`src/rtl/lsu_master_if.sv`:
```
// Bus bundle for the load/store unit: the CPU request/response channel and
// the word-organised data memory channel. The master modport is the LSU view;
// the slave modport is the view of the CPU datapath and memory around it.
interface lsu_master_if;
  logic        cpu_req_valid;
  logic        cpu_req_ready;
  logic        cpu_we;
  logic [1:0]  cpu_size;
  logic        cpu_signed;
  logic [31:0] cpu_addr;
  logic [31:0] cpu_wdata;
  logic        cpu_resp_valid;
  logic [31:0] cpu_rdata;
  logic        cpu_err;
  logic        mem_req;
  logic        mem_we;
  logic [31:0] mem_addr;
  logic [31:0] mem_wdata;
  logic        mem_gnt;
  logic        mem_rvalid;
  logic [31:0] mem_rdata;

  modport master (
    input  cpu_req_valid, cpu_we, cpu_size, cpu_signed, cpu_addr, cpu_wdata,
           mem_gnt, mem_rvalid, mem_rdata,
    output cpu_req_ready, cpu_resp_valid, cpu_rdata, cpu_err,
           mem_req, mem_we, mem_addr, mem_wdata
  );

  modport slave (
    output cpu_req_valid, cpu_we, cpu_size, cpu_signed, cpu_addr, cpu_wdata,
           mem_gnt, mem_rvalid, mem_rdata,
    input  cpu_req_ready, cpu_resp_valid, cpu_rdata, cpu_err,
           mem_req, mem_we, mem_addr, mem_wdata
  );
endinterface

```
`src/rtl/lsu_master.sv`:
```
// Load/store initiator. Takes one byte/half/word access from the CPU,
// turns it into word-aligned memory requests (read-modify-write for
// sub-word stores), extracts and extends load data, and aborts with an
// error on illegal addresses/sizes or when memory stops responding.
module lsu_master #(
  parameter logic [31:0] ADDR_LIMIT = 32'h0000_3000,
  parameter int unsigned TIMEOUT    = 16
) (
  input logic          clk,
  input logic          reset,
  lsu_master_if.master bus
);

  localparam int unsigned   CW      = $clog2(TIMEOUT + 1);
  localparam logic [CW-1:0] TMO     = CW'(TIMEOUT);
  localparam logic [CW-1:0] CNT_ONE = CW'(1);
  localparam logic [1:0]    SZ_BYTE = 2'b00;
  localparam logic [1:0]    SZ_HALF = 2'b01;
  localparam logic [1:0]    SZ_WORD = 2'b10;

  // MERGE is a one-cycle internal step that builds the write word from the
  // captured read data, keeping the merge logic off the rvalid input path.
  typedef enum logic [2:0] {
    S_IDLE    = 3'd0,
    S_RD_REQ  = 3'd1,
    S_RD_WAIT = 3'd2,
    S_MERGE   = 3'd3,
    S_WR_REQ  = 3'd4,
    S_RESP    = 3'd5
  } state_t;

  state_t        state_q;
  logic          we_q;
  logic          sgn_q;
  logic [1:0]    size_q;
  logic [1:0]    off_q;
  logic [31:0]   wdata_q;
  logic [31:0]   rword_q;
  logic [CW-1:0] cnt_q;

  logic          ready_q;
  logic          resp_valid_q;
  logic          err_q;
  logic [31:0]   rdata_q;
  logic          mem_req_q;
  logic          mem_we_q;
  logic [31:0]   mem_addr_q;
  logic [31:0]   mem_wdata_q;

  logic          misalign_d;
  logic          acc_err_d;
  logic [CW-1:0] cnt_d;
  logic          tmo_d;

  // Select the addressed lane of a word and extend it to 32 bits.
  function automatic logic [31:0] lane_extract(input logic [31:0] word,
                                               input logic [1:0]  size,
                                               input logic        sgn,
                                               input logic [1:0]  off);
    logic [7:0]  b;
    logic [15:0] h;
    logic [31:0] res;
    b = word[{off, 3'b000} +: 8];
    h = word[{off[1], 4'b0000} +: 16];
    case (size)
      SZ_BYTE: res = {{24{sgn & b[7]}}, b};
      SZ_HALF: res = {{16{sgn & h[15]}}, h};
      default: res = word;
    endcase
    return res;
  endfunction

  // Replace only the addressed lane of a word with the low store bits.
  function automatic logic [31:0] lane_merge(input logic [31:0] word,
                                             input logic [31:0] wdata,
                                             input logic [1:0]  size,
                                             input logic [1:0]  off);
    logic [31:0] res;
    res = word;
    case (size)
      SZ_BYTE: res[{off, 3'b000} +: 8]    = wdata[7:0];
      SZ_HALF: res[{off[1], 4'b0000} +: 16] = wdata[15:0];
      default: res = wdata;
    endcase
    return res;
  endfunction

  // Accept-time legality check and wait-state counter step.
  always_comb begin
    misalign_d = 1'b0;
    case (bus.cpu_size)
      SZ_BYTE: misalign_d = 1'b0;
      SZ_HALF: misalign_d = bus.cpu_addr[0];
      SZ_WORD: misalign_d = (bus.cpu_addr[1:0] != 2'b00);
      default: misalign_d = 1'b1;
    endcase
    acc_err_d = misalign_d || (bus.cpu_addr >= ADDR_LIMIT);
    cnt_d     = cnt_q + CNT_ONE;
    tmo_d     = (cnt_d == TMO);
  end

  // Access sequencing FSM; every bus output is a register set on transitions.
  always_ff @(posedge clk or negedge reset) begin
    if (!reset) begin
      state_q      <= S_IDLE;
      we_q         <= 1'b0;
      sgn_q        <= 1'b0;
      size_q       <= 2'b00;
      off_q        <= 2'b00;
      wdata_q      <= 32'h0000_0000;
      rword_q      <= 32'h0000_0000;
      cnt_q        <= '0;
      ready_q      <= 1'b0;
      resp_valid_q <= 1'b0;
      err_q        <= 1'b0;
      rdata_q      <= 32'h0000_0000;
      mem_req_q    <= 1'b0;
      mem_we_q     <= 1'b0;
      mem_addr_q   <= 32'h0000_0000;
      mem_wdata_q  <= 32'h0000_0000;
    end else begin
      resp_valid_q <= 1'b0;
      case (state_q)
        S_IDLE: begin
          ready_q <= 1'b1;
          if (bus.cpu_req_valid && ready_q) begin
            ready_q    <= 1'b0;
            we_q       <= bus.cpu_we;
            sgn_q      <= bus.cpu_signed;
            size_q     <= bus.cpu_size;
            off_q      <= bus.cpu_addr[1:0];
            wdata_q    <= bus.cpu_wdata;
            mem_addr_q <= {bus.cpu_addr[31:2], 2'b00};
            cnt_q      <= '0;
            if (acc_err_d) begin
              state_q      <= S_RESP;
              resp_valid_q <= 1'b1;
              err_q        <= 1'b1;
              rdata_q      <= 32'h0000_0000;
            end else if (bus.cpu_we && (bus.cpu_size == SZ_WORD)) begin
              state_q     <= S_WR_REQ;
              mem_req_q   <= 1'b1;
              mem_we_q    <= 1'b1;
              mem_wdata_q <= bus.cpu_wdata;
            end else begin
              state_q   <= S_RD_REQ;
              mem_req_q <= 1'b1;
              mem_we_q  <= 1'b0;
            end
          end
        end
        S_RD_REQ: begin
          // rvalid is deliberately not looked at here: it must follow gnt.
          if (bus.mem_gnt) begin
            state_q   <= S_RD_WAIT;
            mem_req_q <= 1'b0;
            cnt_q     <= '0;
          end else if (tmo_d) begin
            state_q      <= S_RESP;
            mem_req_q    <= 1'b0;
            resp_valid_q <= 1'b1;
            err_q        <= 1'b1;
            rdata_q      <= 32'h0000_0000;
          end else begin
            cnt_q <= cnt_d;
          end
        end
        S_RD_WAIT: begin
          if (bus.mem_rvalid) begin
            rword_q <= bus.mem_rdata;
            cnt_q   <= '0;
            if (!we_q) begin
              state_q      <= S_RESP;
              resp_valid_q <= 1'b1;
              err_q        <= 1'b0;
              rdata_q      <= lane_extract(bus.mem_rdata, size_q, sgn_q, off_q);
            end else begin
              state_q <= S_MERGE;
            end
          end else if (tmo_d) begin
            state_q      <= S_RESP;
            resp_valid_q <= 1'b1;
            err_q        <= 1'b1;
            rdata_q      <= 32'h0000_0000;
          end else begin
            cnt_q <= cnt_d;
          end
        end
        S_MERGE: begin
          state_q     <= S_WR_REQ;
          mem_req_q   <= 1'b1;
          mem_we_q    <= 1'b1;
          mem_wdata_q <= lane_merge(rword_q, wdata_q, size_q, off_q);
          cnt_q       <= '0;
        end
        S_WR_REQ: begin
          if (bus.mem_gnt) begin
            state_q      <= S_RESP;
            mem_req_q    <= 1'b0;
            mem_we_q     <= 1'b0;
            resp_valid_q <= 1'b1;
            err_q        <= 1'b0;
            rdata_q      <= 32'h0000_0000;
          end else if (tmo_d) begin
            state_q      <= S_RESP;
            mem_req_q    <= 1'b0;
            mem_we_q     <= 1'b0;
            resp_valid_q <= 1'b1;
            err_q        <= 1'b1;
            rdata_q      <= 32'h0000_0000;
          end else begin
            cnt_q <= cnt_d;
          end
        end
        S_RESP: begin
          state_q <= S_IDLE;
          ready_q <= 1'b1;
          err_q   <= 1'b0;
          rdata_q <= 32'h0000_0000;
        end
        default: begin
          state_q   <= S_IDLE;
          ready_q   <= 1'b0;
          mem_req_q <= 1'b0;
          mem_we_q  <= 1'b0;
        end
      endcase
    end
  end

  assign bus.cpu_req_ready  = ready_q;
  assign bus.cpu_resp_valid = resp_valid_q;
  assign bus.cpu_rdata      = rdata_q;
  assign bus.cpu_err        = err_q;
  assign bus.mem_req        = mem_req_q;
  assign bus.mem_we         = mem_we_q;
  assign bus.mem_addr       = mem_addr_q;
  assign bus.mem_wdata      = mem_wdata_q;

endmodule

```
`src/flat_wrapper.sv`:
```
// flat-port wrapper written by rule: the top's interface ports become plain ports
module lsu_master_flat 
#(
  parameter logic [31:0] ADDR_LIMIT = 32'h0000_3000,
  parameter int unsigned TIMEOUT    = 16
)
  (clk, reset, bus_cpu_req_valid, bus_cpu_we, bus_cpu_size, bus_cpu_signed, bus_cpu_addr, bus_cpu_wdata, bus_mem_gnt, bus_mem_rvalid, bus_mem_rdata, bus_cpu_req_ready, bus_cpu_resp_valid, bus_cpu_rdata, bus_cpu_err, bus_mem_req, bus_mem_we, bus_mem_addr, bus_mem_wdata);
  lsu_master_if bus_i ();
  input logic clk;
  input logic reset;
  input wire logic [$bits(bus_i.cpu_req_valid)-1:0] bus_cpu_req_valid;
  input wire logic [$bits(bus_i.cpu_we)-1:0] bus_cpu_we;
  input wire logic [$bits(bus_i.cpu_size)-1:0] bus_cpu_size;
  input wire logic [$bits(bus_i.cpu_signed)-1:0] bus_cpu_signed;
  input wire logic [$bits(bus_i.cpu_addr)-1:0] bus_cpu_addr;
  input wire logic [$bits(bus_i.cpu_wdata)-1:0] bus_cpu_wdata;
  input wire logic [$bits(bus_i.mem_gnt)-1:0] bus_mem_gnt;
  input wire logic [$bits(bus_i.mem_rvalid)-1:0] bus_mem_rvalid;
  input wire logic [$bits(bus_i.mem_rdata)-1:0] bus_mem_rdata;
  output wire logic [$bits(bus_i.cpu_req_ready)-1:0] bus_cpu_req_ready;
  output wire logic [$bits(bus_i.cpu_resp_valid)-1:0] bus_cpu_resp_valid;
  output wire logic [$bits(bus_i.cpu_rdata)-1:0] bus_cpu_rdata;
  output wire logic [$bits(bus_i.cpu_err)-1:0] bus_cpu_err;
  output wire logic [$bits(bus_i.mem_req)-1:0] bus_mem_req;
  output wire logic [$bits(bus_i.mem_we)-1:0] bus_mem_we;
  output wire logic [$bits(bus_i.mem_addr)-1:0] bus_mem_addr;
  output wire logic [$bits(bus_i.mem_wdata)-1:0] bus_mem_wdata;
  assign bus_i.cpu_req_valid = bus_cpu_req_valid;
  assign bus_i.cpu_we = bus_cpu_we;
  assign bus_i.cpu_size = bus_cpu_size;
  assign bus_i.cpu_signed = bus_cpu_signed;
  assign bus_i.cpu_addr = bus_cpu_addr;
  assign bus_i.cpu_wdata = bus_cpu_wdata;
  assign bus_i.mem_gnt = bus_mem_gnt;
  assign bus_i.mem_rvalid = bus_mem_rvalid;
  assign bus_i.mem_rdata = bus_mem_rdata;
  assign bus_cpu_req_ready = bus_i.cpu_req_ready;
  assign bus_cpu_resp_valid = bus_i.cpu_resp_valid;
  assign bus_cpu_rdata = bus_i.cpu_rdata;
  assign bus_cpu_err = bus_i.cpu_err;
  assign bus_mem_req = bus_i.mem_req;
  assign bus_mem_we = bus_i.mem_we;
  assign bus_mem_addr = bus_i.mem_addr;
  assign bus_mem_wdata = bus_i.mem_wdata;
  lsu_master #(.ADDR_LIMIT(ADDR_LIMIT), .TIMEOUT(TIMEOUT)) u_core (.clk(clk), .reset(reset), .bus(bus_i));
endmodule
```
`config.mk`:
```
export PLATFORM = sky130hd
export DESIGN_NAME = lsu_master_flat
export DESIGN_NICKNAME = d
export VERILOG_FILES = /design/src/rtl/lsu_master_if.sv /design/src/rtl/lsu_master.sv /design/src/flat_wrapper.sv
export SDC_FILE = /design/constraint.sdc
export NUM_CORES = 1
export LEC_CHECK = 0
export ABC_AREA = 1
export CORE_UTILIZATION = 30
export CTS_CLUSTER_SIZE = 24
export DETAILED_ROUTE_END_ITERATION = 8
export PLACE_DENSITY_LB_ADDON = 0.2
export SETUP_SLACK_MARGIN = 0.15
export SYNTH_ARGS = -nofsm -noshare
export SYNTH_HDL_FRONTEND = slang
export SYNTH_SLANG_ARGS = --single-unit
```
`constraint.sdc`:
```
create_clock -name clk -period 4.1 [get_ports clk]
set_input_delay 0.82 -clock clk [delete_from_list [all_inputs] [get_ports clk]]
set_output_delay 0.82 -clock clk [all_outputs]
set_load 0.02 [all_outputs]
```
; ---- Yosys cells after proc, flatten, opt, wreduce, memory -nomap -nowiden
; Cells that the tools add are included.
[classes]
n_addsub = 3
n_mul = 0
div = 0
n_lt_le_gt_ge = 1
n_eq_ne = 18
shift = 6
n_mux = 59
bitwise = 4
n_reduce_logical = 21
[ops]
columns = op, count
row1 = 32-bit two-way mux, 10
row2 = 32-bit case mux with 2 select lines, 3
row3 = 32-bit case mux with 5 select lines, 1
row4 = 32-bit bitwise mux, 2
row5 = 32-bit by 14-bit >= comparator with 1-bit output (second input constant), 1
row6 = 16-bit by 7-bit variable shift with 32-bit output (first input constant), 1
row7 = 8-bit by 7-bit variable shift with 32-bit output (first input constant), 1
row8 = 16-bit by 7-bit indexed part select with 32-bit output, 1
row9 = 32-bit by 6-bit indexed part select with 16-bit output, 1
row10 = 32-bit by 6-bit indexed part select with 8-bit output, 1
row11 = 8-bit by 7-bit indexed part select with 32-bit output, 1
row12 = 5-bit two-way mux, 5
row13 = 5-bit case mux with 5 select lines, 1
row14 = 3-bit two-way mux, 8
row15 = 1-bit two-way mux, 22
row16 = 3-bit case mux with 5 select lines, 1
row17 = 5-bit negation with 7-bit output, 2
row18 = 1-bit case mux with 4 select lines, 3
row19 = 4-bit AND reduction, 3
row20 = 5-bit nonzero test, 2
row21 = 3-bit by 2-bit == test with 1-bit output (second input constant), 2
row22 = 3-bit == test (second input constant), 2
row23 = 2-bit by 1-bit != test with 1-bit output (second input constant), 3
row24 = 2-bit != test (second input constant), 3
row25 = other kinds (23), 32
[word_totals]
register_bits = 177
latch_bits = 0
mem_bits_rw = 0
rom_bits = 0
inputBits = 105
out_inout_bits = 101
word_cells = 128
n_memories = 0

; ---- Logic depth before layout (Yosys ltp)
[logic_depth]
depth_word = 6
depth_mapped = 15
ltp_nobuf = 12

; ---- Worst setup path after synthesis
; No wires, ideal clock.
[synth_timing]
path_type = register to register
start = reg u_core.off_q[1]
end = reg u_core.mem_wdata_q[4] (netlist: u_core.bus.mem_wdata[4])
setup_ps = 83
arrival_ps = 2123
required_time_ps = 4017
path_slack_ps = 1894
path_stages_with_launch = 13
path_buffers = 4
period_less_slack_ps = 2206
path_cell_list = dfrtp_1 > buf_2 > inv_1 > buf_2 > buf_2 > ha_1 > clkbuf_1 > nand3_1 > o22ai_1 > nand2_1 > nand2_1 > o21ai_0 > o21ai_0
[synth_between]
elab_chain_cells = 5
word_cells_on_any_way = 10
cone_classes = add/sub: 2 / shift: 4 / mux: 4
[synth_lines]
columns = element, line_no
row1 = "start, declared", lsu_master.sv:36  ; logic [1:0] off_q;
row2 = "start signal, assigned", lsu_master.sv:131  ; off_q <= bus.cpu_addr[1:0];
row3 = 5-bit negation with 7-bit output (on tied branches), "lsu_master.sv:82, lsu_master.sv:81"
row4 = "16-bit by 7-bit indexed part select with 32-bit output, or another cell as far along", lsu_master.sv:82  ; SZ_HALF: res[{off[1], 4'b0000} +: 16] = wdata[15:0];
row5 = 32-bit bitwise mux (on tied branches), "lsu_master.sv:82, lsu_master.sv:81"
row6 = 32-bit case mux with 2 select lines *, lsu_master.sv:80  ; case (size)
row7 = 32-bit case mux with 2 select lines *, lsu_master.sv:123  ; case (state_q)
row8 = "end signal, assigned", lsu_master.sv:144  ; mem_wdata_q <= bus.cpu_wdata;
row9 = "end signal, assigned", lsu_master.sv:193  ; mem_wdata_q <= lane_merge(rword_q, wdata_q, size_q, off_q);
row10 = "end, declared", lsu_master.sv:48  ; logic [31:0] mem_wdata_q;
; Mark *: on every way between the ends. The rest lies on a longest branch, timed or not.
; A chain may end at the register's enable or synchronous reset.

; ---- Worst setup path in the final report
[layout_timing]
start = reg u_core.size_q[1]
end = reg u_core.rdata_q[30] (netlist: u_core.bus.cpu_rdata[30])
[layout_between]
elab_chain_cells = 5
word_cells_on_any_way = 6
cone_classes = eq/ne: 1 / mux: 4 / reduce/logical: 1
[layout_lines]
columns = element, line_no
row1 = "start, declared", lsu_master.sv:35  ; logic [1:0] size_q;
row2 = "start signal, assigned", lsu_master.sv:130  ; size_q <= bus.cpu_size;
row3 = 2-bit by 1-bit == test with 1-bit output / 2-bit zero test (equally long branches), lsu_master.sv:65  ; case (size)
row4 = 32-bit case mux with 2 select lines *, lsu_master.sv:65
row5 = 32-bit two-way mux *, lsu_master.sv:172  ; if (!we_q) begin
row6 = 32-bit two-way mux *, lsu_master.sv:169  ; if (bus.mem_rvalid) begin
row7 = 32-bit case mux with 5 select lines *, lsu_master.sv:123
row8 = "end signal, assigned", lsu_master.sv:176  ; rdata_q <= lane_extract(bus.mem_rdata, size_q, sgn_q, off_q);
row9 = "end, declared", lsu_master.sv:44  ; logic [31:0] rdata_q;
; Mark *: on every way between the ends. The rest lies on a longest branch, timed or not. The select of a mux whose other input is x is not followed.

==> run_results.csv <==
group,metric,value,unit
outcome,outcome,"finished clean",
worst_setup_path,r2r_end,"u_core.bus.cpu_rdata[30]",
power_and_ir_drop,p_leak,6.02,nW
clock_tree,worstSkewPairLatency,0.45,ns
finish,drive_gt1_frac,0.0749,
clock_tree,cts_tree,"built",
timing,rsz0062_at_grt,"false",
die,die_area,0.0334,mm2
clock_tree,cts_sinks,177,
timing,setup_slack,1.06,ns
global_routing,track_usage,0.201,
route,via_count,9360,
synthesis,synth_warnings,0,
synthesis,synthDistinctLibCells,29,
route,drt-total-wl,32800,um
finish,fin_cells,1919,
worst_setup_path,reg2reg_slack,1.06,ns
power_and_ir_drop,power,0.00944,W
die,floorplan.rows,65,
worst_setup_path,critPathLaunch,"u_core.size_q[1]",
global_routing,antenna_found_initial,3,
timing,fmax,329,MHz
clock_tree,clk_pin_slew_worst_paths,0.07,ns
clock_tree,postCtsSetupBuffers,0,
clock_tree,htree_levels,4,
clock_tree,cts_buffers,17,
place,port_buffers,203,
timing,skew,0.0145,ns
synthesis,yosysSeqAreaShare,0.452,
timing,fin_crit,3.04,ns
synthesis,postSynthCellCount,1307,
place,dp_cells,1885,
clock_tree,holdBufCountCts,0,
die,die_w,183,um
timing,hold_viol,0,
synthesis,synth.cell_area,0.00979,mm2
finish,fillers,3254,
timing,fin_setup_tns,0,ns
timing,final.period_utilization,0.742,
die,die_h,183,um
clock_tree,cts_resized,0,
route,drt-pass1-iter-count,5,
finish,final_cell_mix,"376 x nand2_1, 202 x clkdlybuf4s50_1, 177 x dfrtp_1, 141 x o21ai_0, 110 x nor2_1",
global_routing,grt_pass1_wl,51400,um
finish,num-nets-final,1580,
worst_setup_path,worstPathRequired,4.48,ns
worst_setup_path,reg2regPathDepth,9,
timing,relSlewSlack,0.216,
timing,hold_ws,0.365,ns
timing,setup_viol,0,
power_and_ir_drop,peakVddDrop,0.424,mV
place,dp_slack,0.782,ns
place,gp_congestion,0.908,
clock_tree,cts-root-buf,"clkbuf_16",
route,viasPerCell,4.88,
route,drtIter0Drc,728,
route,wire_per_inst,17.1,um
synthesis,syn_area_per_cell,7.49,um2
flow_run,maxCapViolCount,0,
power_and_ir_drop,power_density,741,mW/mm2
worst_setup_path,timing.rr.start,"u_core.size_q[1]",
timing,worst_slew_pin_slew,1.17,ns
worst_setup_path,cp-start-kind,"flop",
hold_path,worstHoldPathType,"in2async",
synthesis,synth-seq-cells,177,
worst_setup_path,worstPathArrival,3.43,ns
die,core_area,0.0318,mm2
worst_setup_path,cp-end-kind,"flop",
worst_setup_path,path_class,"reg2reg",
worst_setup_path,critPathMaxFanout,26,
clock_tree,clk_path_buf_depth,2,
global_routing,grt_max_degree,93,
finish,area_growth,30.2,%
route,ant_nets,0,
die,initial_core_util,0.308,
route,drc_errors,0,
timing,slew_violations,0,
finish,final_common_cell,"nand2_1",
global_routing,grt-ovfl-total,0,
worst_setup_path,crit_end,"u_core.bus.cpu_rdata[30]",
die,io_pins,206,
place,hpwl,23500,um
global_routing,grt_pass1_vias,9072,
flip-flops by register name (all words and copies together) (netlist names), 2 cells and up:
signal / cells
u_core.bus.mem_wdata: 32
u_core.bus.mem_addr: 30
u_core.cnt_q: 5
u_core.wdata_q: 32
u_core.off_q: 2
u_core.rword_q: 32
u_core.state_q: 3
u_core.bus.cpu_rdata: 32
u_core.size_q: 2
power breakdown:
part / switching (W) / leakage (nW) / total [W] / internal, W
logic: 0.00301 / 3.54 / 0.00479 / 0.00179
clock network: 0.000766 / 0.287 / 0.00169 / 0.000922
registers: 0.000477 / 2.19 / 0.00296 / 0.00249
total: 0.00425 / 6.02 / 0.00944 / 0.00519
cell families (layout without fill, tap and decap cells):
| group | after synthesis | in the layout | share of synthesized area |
|---|---|---|---|
| buf+inv | 190 | 364 | 0.0800 |
| xor+xnor | 1 | 1 | 0.000895 |
| compound gates | 281 | 281 | 0.152 |
| simple gates | 601 | 601 | 0.250 |
| other cells | 1 | 4 | 0.000383 |
| flops | 177 | 177 | 0.452 |
| fa+ha+maj | 6 | 6 | 0.00767 |
| mux | 50 | 50 | 0.0565 |
per-stage QoR:
stage               utilization  cell area (um2)
floorplan                     -             9800
global placement          0.382            12100
detailed placement        0.382            12100
CTS                       0.401            12700
global route              0.401            12700
finish                    0.401            12700
critical path, stage by stage (launching register included):
cell,delay [ns]
dfrtp_1,0.39
inv_2,0.38
nand2_1,0.56
inv_2,0.60
nand3_2,0.30
nand3_2,0.34
nand3_1,0.17
nand2_1,0.10
nand2_1,0.05
nand2_1,0.08
layout make-up:
class / instances / area (um2) / share of cell area
tap: 435 / 544 / 0.0427
multi-input combinational: 941 / 4590 / 0.360
sequential: 177 / 4430 / 0.348
antenna: 2 / 5.00 / 0.000393
clock inverter: 14 / 155 / 0.0122
inverter: 115 / 432 / 0.0339
clock buffer: 18 / 439 / 0.0345
timing repair buffer: 217 / 2150 / 0.169
how the worst min path moves through the flow:
| stage | cells past startpoint | slack, ns | to | start |
|---|---|---|---|---|
| 6_report | 1 | 0.36 | u_core.bus.mem_wdata[17] | reset |
| 5_1_grt | 1 | 0.41 | u_core.bus.mem_wdata[17] | reset |
| 4_1_cts | 1 | 0.39 | u_core.bus.mem_wdata[17] | reset |
| 3_5_place_dp | 2 | 0.46 | u_core.bus.mem_req | u_core.bus.mem_req |
| 3_3_place_gp | 2 | 0.45 | u_core.bus.mem_req | u_core.bus.mem_req |
| 2_1_floorplan | 2 | 0.45 | u_core.rword_q[10] | u_core.rword_q[10] |
routing by layer:
| metal | up-vias | track usage | part of all wire |
|---|---|---|---|
| met5 | - | 0 | 0.00037 |
| met4 | 2 | 0.0709 | 0.024 |
| met3 | 42 | 0.0425 | 0.061 |
| met2 | 298 | 0.326 | 0.47 |
| met1 | 4424 | 0.263 | 0.44 |
| li1 | 4594 | - | - |
synth_stat cells:
cell type,n,share of area
a21oi_1,74,0.038
a21oi_2,1,0.00089
a31oi_1,2,0.0013
buf_1,7,0.0027
buf_2,35,0.018
buf_4,7,0.0054
clkbuf_1,26,0.010
conb_1,1,0.00038
dfrtp_1,177,0.45
ha_1,6,0.0077
inv_1,109,0.042
inv_2,6,0.0023
mux2_2,42,0.048
mux2i_1,8,0.0082
nand2_1,377,0.14
nand2_2,5,0.0032
nand3_1,99,0.051
nand3_2,2,0.0020
nand4_1,2,0.0013
nor2_1,110,0.042
nor2_2,1,0.00064
nor2_4,3,0.0034
nor3_2,2,0.0020
o211ai_1,16,0.012
o211ai_2,1,0.0013
o21ai_0,141,0.072
o21ai_1,21,0.011
o22ai_1,25,0.016
xor2_1,1,0.00089
(Power assumes the default switching activity.)
